## src/rtl/l2_pkg.sv

```systemverilog
// Shared L2 types: line format, refill FSM states and the
// memory read-channel request/response bundles.
package l2_pkg;

  localparam int LINE_B   = 32;
  localparam int LINE_W   = LINE_B * 8;
  localparam int OFFSET_W = 5;
  localparam int ADDR_W   = 64;
  localparam int TAG_W    = ADDR_W - OFFSET_W;

  typedef logic [7:0][31:0] line_t;

  typedef enum logic [2:0] {
    S_IDLE,
    S_HIT,
    S_AR,
    S_R,
    S_RESP
  } l2_state_e;

  typedef struct packed {
    logic [ADDR_W-1:0] addr;
    logic [7:0]        len;
  } mem_ar_t;

  typedef struct packed {
    logic [1:0] resp;
    logic       last;
  } mem_r_t;

  function automatic logic [ADDR_W-1:0] line_align(
    input logic [ADDR_W-1:0] a
  );
    return {a[ADDR_W-1:OFFSET_W], OFFSET_W'(0)};
  endfunction

endpackage

```

## src/rtl/l2_line_buf.sv

```systemverilog
// Single-entry last-line buffer: tag/valid/data with hit compare.
// Ports: lookup tag -> hit/rd_data; wr_en/inv/flush update the entry.
module l2_line_buf
  import l2_pkg::*;
(
  input  logic             clk,
  input  logic             rst,
  input  logic             flush,
  input  logic [TAG_W-1:0] lookup_tag,
  output logic             hit,
  output line_t            rd_data,
  input  logic             wr_en,
  input  logic             inv,
  input  logic [TAG_W-1:0] wr_tag,
  input  line_t            wr_data
);

  logic             valid_q;
  logic [TAG_W-1:0] tag_q;
  line_t            data_q;

  assign hit     = valid_q && (tag_q == lookup_tag);
  assign rd_data = data_q;

  // Invalidation wins over a write landing on the same edge.
  always_ff @(posedge clk) begin
    if (rst) begin
      valid_q <= 1'b0;
      tag_q   <= '0;
      data_q  <= '0;
    end else if (flush || inv) begin
      valid_q <= 1'b0;
    end else if (wr_en) begin
      valid_q <= 1'b1;
      tag_q   <= wr_tag;
      data_q  <= wr_data;
    end
  end

endmodule

```

## src/rtl/l2_iline_server.sv

```systemverilog
// Icache line-refill responder: serves hits from a last-line buffer,
// otherwise fetches the 32 B line as an incrementing memory burst.
module l2_iline_server
  import l2_pkg::*;
#(
  parameter int              BUS_W = 64,
  parameter int              ID_W  = 4,
  parameter logic [ID_W-1:0] ARID  = '0
) (
  input  logic              clk,
  input  logic              rst,
  input  logic              icache_l2_rreq,
  input  logic [63:0]       icache_l2_raddr,
  output logic              l2_icache_rask,
  output line_t             l2_icache_rdata,
  output logic              l2_icache_rerr,
  input  logic              flush,
  output logic              mem_arvalid,
  input  logic              mem_arready,
  output logic [63:0]       mem_araddr,
  output logic [7:0]        mem_arlen,
  output logic [ID_W-1:0]   mem_arid,
  input  logic              mem_rvalid,
  output logic              mem_rready,
  input  logic [BUS_W-1:0]  mem_rdata,
  input  logic [1:0]        mem_rresp,
  input  logic              mem_rlast
);

  localparam int BEATS = LINE_W / BUS_W;
  localparam int CNT_W = (BEATS > 1) ? $clog2(BEATS) : 1;

  l2_state_e         state;
  logic [CNT_W-1:0]  cnt;
  logic [TAG_W-1:0]  tag_q;
  logic [LINE_W-1:0] line_q;
  logic [LINE_W-1:0] line_nxt;
  logic              err_q;
  logic              err_nxt;
  logic              flush_pend;
  logic              beat;
  logic              last_beat;
  logic              buf_hit;
  line_t             buf_data;
  logic              buf_wr;
  logic              buf_inv;
  mem_ar_t           ar_req;
  mem_r_t            r_rsp;
  logic              unused_ok;

  assign unused_ok = &{1'b0, icache_l2_raddr[OFFSET_W-1:0]};

  assign ar_req.addr = line_align(icache_l2_raddr);
  assign ar_req.len  = 8'(BEATS - 1);
  assign r_rsp.resp  = mem_rresp;
  assign r_rsp.last  = mem_rlast;

  assign beat      = mem_rvalid && mem_rready;
  assign last_beat = (cnt == CNT_W'(BEATS - 1));

  // Merge the current beat so RESP can present the full line at once.
  always_comb begin
    line_nxt = line_q;
    for (int b = 0; b < BEATS; b++) begin
      if (beat && cnt == CNT_W'(b)) begin
        line_nxt[b*BUS_W +: BUS_W] = mem_rdata;
      end
    end
  end

  // rlast is only cross-checked; the beat counter ends the burst.
  always_comb begin
    err_nxt = err_q;
    if (beat) begin
      if (r_rsp.resp != 2'b00) err_nxt = 1'b1;
      if (r_rsp.last != last_beat) err_nxt = 1'b1;
    end
  end

  assign buf_wr  = (state == S_RESP) && !err_q && !flush_pend;
  assign buf_inv = (state == S_RESP) && err_q;

  l2_line_buf u_buf (
    .clk        (clk),
    .rst        (rst),
    .flush      (flush),
    .lookup_tag (icache_l2_raddr[63:OFFSET_W]),
    .hit        (buf_hit),
    .rd_data    (buf_data),
    .wr_en      (buf_wr),
    .inv        (buf_inv),
    .wr_tag     (tag_q),
    .wr_data    (line_t'(line_q))
  );

  always_ff @(posedge clk) begin
    if (rst) begin
      state           <= S_IDLE;
      cnt             <= '0;
      tag_q           <= '0;
      line_q          <= '0;
      err_q           <= 1'b0;
      flush_pend      <= 1'b0;
      l2_icache_rask  <= 1'b0;
      l2_icache_rdata <= '0;
      l2_icache_rerr  <= 1'b0;
      mem_arvalid     <= 1'b0;
      mem_araddr      <= '0;
      mem_arlen       <= '0;
      mem_arid        <= '0;
      mem_rready      <= 1'b0;
    end else begin
      unique case (state)
        S_IDLE: begin
          flush_pend <= 1'b0;
          if (icache_l2_rreq) begin
            tag_q <= icache_l2_raddr[63:OFFSET_W];
            if (buf_hit && !flush) begin
              state           <= S_HIT;
              l2_icache_rask  <= 1'b1;
              l2_icache_rdata <= buf_data;
              l2_icache_rerr  <= 1'b0;
            end else begin
              state       <= S_AR;
              err_q       <= 1'b0;
              mem_arvalid <= 1'b1;
              mem_araddr  <= ar_req.addr;
              mem_arlen   <= ar_req.len;
              mem_arid    <= ARID;
            end
          end
        end
        S_HIT: begin
          l2_icache_rask <= 1'b0;
          state          <= S_IDLE;
        end
        S_AR: begin
          if (flush) flush_pend <= 1'b1;
          if (mem_arready) begin
            mem_arvalid <= 1'b0;
            mem_rready  <= 1'b1;
            cnt         <= '0;
            state       <= S_R;
          end
        end
        S_R: begin
          if (flush) flush_pend <= 1'b1;
          if (beat) begin
            line_q <= line_nxt;
            err_q  <= err_nxt;
            if (last_beat) begin
              mem_rready      <= 1'b0;
              l2_icache_rask  <= 1'b1;
              l2_icache_rdata <= line_t'(line_nxt);
              l2_icache_rerr  <= err_nxt;
              state           <= S_RESP;
            end else begin
              cnt <= cnt + 1'b1;
            end
          end
        end
        S_RESP: begin
          l2_icache_rask <= 1'b0;
          l2_icache_rerr <= 1'b0;
          flush_pend     <= 1'b0;
          state          <= S_IDLE;
        end
        default: state <= S_IDLE;
      endcase
    end
  end

`ifndef SYNTHESIS
  a_one_req: assert property (
    @(posedge clk) disable iff (rst)
    icache_l2_rreq |-> state == S_IDLE
  );
`endif

endmodule

```

## config.mk

```make
export PLATFORM = sky130hd
export DESIGN_NAME = l2_iline_server
export DESIGN_NICKNAME = d
export VERILOG_FILES = /design/src/rtl/l2_pkg.sv /design/src/rtl/l2_line_buf.sv /design/src/rtl/l2_iline_server.sv
export SDC_FILE = /design/constraint.sdc
export NUM_CORES = 2
export LEC_CHECK = 0
export BUFFER_PORTS_ARGS = -buffer_cell sky130_fd_sc_hd__buf_2
export CAP_MARGIN = 20
export CORE_AREA = 2 2 311 343
export DETAILED_ROUTE_END_ITERATION = 8
export DIE_AREA = 0 0 313 345
export PLACE_DENSITY_LB_ADDON = 0.15
export SYNTH_ARGS = -nofsm -noshare
export SYNTH_HDL_FRONTEND = slang
export SYNTH_SLANG_ARGS = --single-unit
```

## constraint.sdc

```tcl
create_clock -name clk -period 2.9 [get_ports clk]
set_input_delay 0 -clock clk [delete_from_list [all_inputs] [get_ports clk]]
set_output_delay 0 -clock clk [all_outputs]
set_load 0.01 [all_outputs]
```

Yosys cells after proc, flatten, opt, wreduce, memory -nomap -nowiden
Index checks and enable logic that the tools add are counted.
{"block": "classes", "reduce_logical": 40, "mul": 0, "addsub": 1, "eq_ne": 17, "mux": 45, "magnitude_cmp": 0, "n_bitwise": 2, "div_mod_pow": 0, "shift": 0}
{"op": "256-bit two-way mux", "count": 4}
{"op": "256-bit case mux with 2 select lines", "count": 1}
{"op": "64-bit two-way mux", "count": 4}
{"op": "59-bit equality test", "count": 1}
{"op": "1-bit two-way mux", "count": 20}
{"op": "4-bit AND reduction", "count": 5}
{"op": "5-bit AND reduction", "count": 3}
{"op": "2-bit != test, second input constant", "count": 7}
{"op": "3-bit two-way mux", "count": 4}
{"op": "1-bit logical AND", "count": 10}
{"op": "2-bit nonzero test", "count": 5}
{"op": "3-bit case mux with 3 select lines", "count": 1}
{"op": "2-bit two-way mux", "count": 4}
{"op": "1-bit case mux with 2 select lines", "count": 4}
{"op": "2-bit AND reduction", "count": 4}
{"op": "2-bit OR reduction", "count": 4}
{"op": "3-bit by 2-bit equality test with 1-bit output, second input constant", "count": 2}
{"op": "1-bit case mux with 3 select lines", "count": 2}
{"op": "3-bit nonzero test", "count": 2}
{"op": "2-bit equality test, second input constant", "count": 2}
{"op": "2-bit case mux with 2 select lines", "count": 1}
{"op": "3-bit by 1-bit equality test with 1-bit output, second input constant", "count": 1}
{"op": "3-bit equality test, second input constant", "count": 1}
{"op": "1-bit logical NOT", "count": 3}
{"op": "other kinds (9)", "count": 10}
{"block": "totals", "regBits": 958, "romBits": 0, "latch_bits": 0, "mem_count": 0, "ramBits": 0, "out_inout_bits": 336, "elab_cells": 135, "in_bits": 137}

Longest topological paths before layout
{"block": "depth", "word_depth": 6, "mapped_depth": 10, "ltp_nobuf": 7}

By module
Synthesis repeated with hierarchy kept, for this count alone.
{"block": "unflattened", "cells_unflattened": 4974, "hier_area_um2": 38112.8}
{"module": "l2_iline_server", "cells_per_inst": 3512, "instances": 1, "seq_area_each_um2": 12852.3, "area_per_inst_um2": 26504.2}
{"module": "l2_line_buf", "cells_per_inst": 1462, "instances": 1, "seq_area_each_um2": 6326.1, "area_per_inst_um2": 11608.6}

Least setup slack after synthesis
OpenSTA, ideal clock, no wires.
{"block": "synth_timing", "kind": "flip-flop to flip-flop", "startpoint": "register u_buf.tag_q[35]", "endpoint": "register l2_icache_rdata[100] (netlist bit)", "path_slack_ns": 0.805, "path_stages_with_launch": 11, "n_path_buf": 3, "required_ns": 2.780, "arrival_time_ns": 1.975, "synth_period_minus_slack_ns": 2.095, "setup_ns": 0.120, "path_cell_list": "dfxtp_1 nor2b_1 a2111o_1 nor4_1 and3_2 nand3_1 and2_1 buf_6 buf_6 buf_6 mux2i_1"}
{"block": "synth_between", "elab_chain_len": 5}
{"element": "start: declaration", "line_no": "l2_line_buf.sv:19", "rtl": "logic [TAG_W-1:0] tag_q;"}
{"element": "start signal: assignment", "line_no": "l2_line_buf.sv:35", "rtl": "tag_q <= wr_tag;"}
{"element": "59-bit equality test", "line_no": "l2_line_buf.sv:22", "rtl": "assign hit = valid_q && (tag_q == lookup_tag);"}
{"element": "1-bit logical AND", "line_no": "l2_line_buf.sv:22"}
{"element": "1-bit logical AND", "line_no": "l2_iline_server.sv:118", "rtl": "if (buf_hit && !flush) begin"}
{"element": "2-bit != test (no line)"}
{"element": "5-bit AND reduction (no line)"}
{"element": "end signal: assignment", "line_no": "l2_iline_server.sv:121", "rtl": "l2_icache_rdata <= buf_data;"}
{"element": "end signal: assignment", "line_no": "l2_iline_server.sv:154", "rtl": "l2_icache_rdata <= line_t'(line_nxt);"}
{"element": "end: declaration", "line_no": "l2_iline_server.sv:15", "rtl": "output line_t l2_icache_rdata,"}
No other way between the ends.
A chain may end at the register's enable or synchronous reset.

Worst setup path in the final report
{"block": "layout_timing", "startpoint": "register u_buf.tag_q[35]", "endpoint": "register l2_icache_rdata[133] (netlist bit)"}
Same word-level chain as after synthesis.

==> summary.txt <==
Post-DP HPWL: 80000 µm
Multi-input gate area in the final layout: 20100 µm²
Tightest Pin Transition: 0.752 ns
Syn Inst Count: 5236
MaxCap Viol Count: 0
Final hold violations: 0
Yosys cell types: 44
Slew Viols, Final: 0
DRT Pass-1 Iters: 6
Initial antenna violation count: 6
Post-Route Skew: 0.0219 ns
Cts bufs inserted: 103
Fmax: 373 MHz
Synth Warn #: 0
Outcome: finished, final reports clean
Die ar.: 108000 µm²
Share of the clock period used by the worst path: 0.925
WHS: 0.127 ns
Gate power share: 0.055
Global placement routability congestion: 0.767
Clock power frac: 0.480
Vias per cell: 5.23
Initial detailed-routing violation count: 2966
Tmin final: 2.68 ns
CTS Buffer Depth: 3
Site row count: 125
Total GRT Usage: 0.238
Psw: 6.73 mW
Worst skew pair latency: 0.70 ns
Routed wire length: 133000 µm
Vias in the first global route: 34700
Initial Util: 0.395
Setup WS post-layout: 0.216 ns
Io pins: 473
EDFF count, synth: 0
Congestion Overflow GR: 0
CTS Sinks: 958
Worst Hold Depth: 4
Leakage power: 18.5 nW
RSZ-0062 raised after global routing: false
WL/cell: 18.9 µm
Die width: 313 µm
Area growth from synthesis to layout: 19.5%
CP endpoint kind: flip-flop
VDD IR-drop max: 0.000544 V
Drt drc: 0
PwrDens: 579 nW/µm²
Top_reg_cell synth: dfxtp_1
Clock-pin slew on the worst setup and hold paths: 0.06 ns
Synth Area per Inst: 7.92 µm²
Min-Delay Path Class: in2reg
Seq cells post-synth: 958
Req. time, crit path: 3.44 ns
FF-to-FF path depth: 8
Setup tns final: 0 ns
Filler cells: 10400
Layout Nets: 5665
Final setup viols: 0
Via Count: 36700
Seq/Total Area, Yosys: 0.462
Switch share: 0.234
Startpoint Class: flip-flop
FF/Latch Area: 19200 µm²
Pre-CTS setup slack: 0.217 ns
Largest net degree at the start of global routing: 133
Reg power frac: 0.465
Share of cells above drive strength 1: 0.134
CP Max Fanout: 69
Cts repair resizes: 0
Root buffer cell: clkbuf_16
Area of the core: 105000 µm²
Htree depth: 3
CP Class: reg2reg
Port bufs: 452
FFs w/ async S/R, synth: 0
CTS tree: built
Die H: 345 µm
Cell Int Power: 22.0 mW
Max_slew headroom: 0.499
Post-Synthesis Cell Area: 41500 µm²
ANT nets after route: 0
Arrival @ worst endpoint: 3.23 ns
First-pass GRT wire length: 205000 µm
[cells in the mapped netlist, types with 11 or more instances]
cell	instances	share of area
nor2b_1	17	0.0026
nor4_1	12	0.0018
dfxtp_1	958	0.46
clkbuf_1	365	0.033
a21oi_1	646	0.078
buf_4	25	0.0045
xor2_1	22	0.0046
buf_1	11	0.0010
buf_2	39	0.0047
nand3_1	202	0.024
buf_6	28	0.0076
nand2b_1	259	0.039
nor2_1	334	0.030
inv_1	16	0.0014
a311o_1	256	0.062
mux2i_1	316	0.076
clkbuf_2	54	0.0065
xnor2_1	23	0.0049
nand2_1	1593	0.14
[metal layers]
metal,part of all wire,track usage,vias up
met5,0.00053,0,-
met4,0.025,0.0727,10
met3,0.055,0.0387,170
met2,0.47,0.393,1006
met1,0.45,0.317,17500
li1,-,-,18000
[state kept, by name, indices dropped and copies added (netlist names)]
signal,flops
mem_araddr,59
l2_icache_rask,1
u_buf.valid_q,1
flush_pend,1
line_q,256
mem_arlen,1
state,3
tag_q,59
l2_icache_rdata,256
mem_rready,1
err_q,1
cnt,2
mem_arvalid,1
u_buf.rd_data,256
l2_icache_rerr,1
u_buf.tag_q,59
[cell usage in the layout (no fill, tap or decap), types with 4 or more instances in the layout]
master / count
nand2_1: 1587
dfxtp_1: 958
a21oi_1: 645
buf_2: 451
nor2_1: 330
mux2i_1: 316
nand2b_1: 259
a311o_1: 256
nand3_1: 199
dlygate4sd3_1: 134
clkbuf_16: 103
buf_4: 60
buf_12: 45
xnor2_1: 23
clkbuf_8: 23
xor2_1: 22
clkbuf_1: 21
clkinv_2: 19
nor2b_1: 17
inv_1: 16
conb_1: 15
nor4_1: 12
bufinv_16: 11
nand4_1: 10
nor3_1: 7
nand2_4: 6
o22ai_1: 4
nand3b_1: 4
nor2_4: 4
inv_6: 4
clkinvlp_4: 4
[metrics by stage]
step                 util  instances  power, mW  instance area, µm²
finish              0.472       7006       28.7               49600
global route        0.472       7006       29.6               49600
global placement    0.426       6682       15.1               44700
floorplan               -       5250       14.5               41500
detailed placement  0.426       6682       15.1               44700
CTS                 0.472       7005       29.0               49600
[power groups by stage]
stage | clock network (mW) | registers (mW) | logic (mW)
4_1_cts | 14.1 | 13.3 | 1.60
3_5_place_dp | 0 | 13.6 | 1.45
6_report | 13.8 | 13.3 | 1.59
2_1_floorplan | 0 | 13.7 | 0.881
5_1_grt | 14.5 | 13.4 | 1.72
3_3_place_gp | 0 | 13.6 | 1.45
[worst max-delay path, stage by stage (launching register included)]
cell,delay (ns)
dfxtp_1,0.31
nor2b_1,0.12
a2111o_1,0.39
nor4_1,0.23
and3_2,0.29
nand3_1,0.16
and2_4,0.40
buf_12,0.31
mux2i_1,0.20
[cell type report]
type | instances | share of cell area
Sequential cell | 958 | 0.387
Multi-Input combinational cell | 3754 | 0.405
Clock inverter | 42 | 0.0111
Timing Repair Buffer | 691 | 0.100
Tap cell | 1397 | 0.0353
Inverter | 16 | 0.00121
Clock buffer | 147 | 0.0600
Antenna cell | 1 | 0.0000505
[cell families (layout without fill, tap and decap cells)]
family                     Yosys count  in the layout  synth area share
AOI/OAI and AO/OA                  925            925             0.144
xor gates and xnor gates            45             45           0.00950
adders and majority gates            4              4           0.00121
buffers and inverters              538            896            0.0588
DFF                                958            958             0.462
muxes                              316            316            0.0763
other                                1             16         0.0000904
and+or+nand+nor                   2449           2449             0.247
[worst paths after layout]
kind / end / slack, ns / from
setup / recovery: l2_icache_rdata[133] / 0.22 / u_buf.tag_q[35]
hold / removal: tag_q[14] / 0.13 / icache_l2_raddr[19]
setup reg to reg: l2_icache_rdata[133] / 0.22 / u_buf.tag_q[35]
hold reg to reg: u_buf.tag_q[33] / 0.44 / tag_q[33]
[what timing repair did]
item | 4_1_cts | 5_1_grt
hold buffers | 134 | 0
endpoints found under the hold margin | 780 | 0
setup buffers | 0 | 0
No activity file was read; power rests on OpenSTA's default activity.
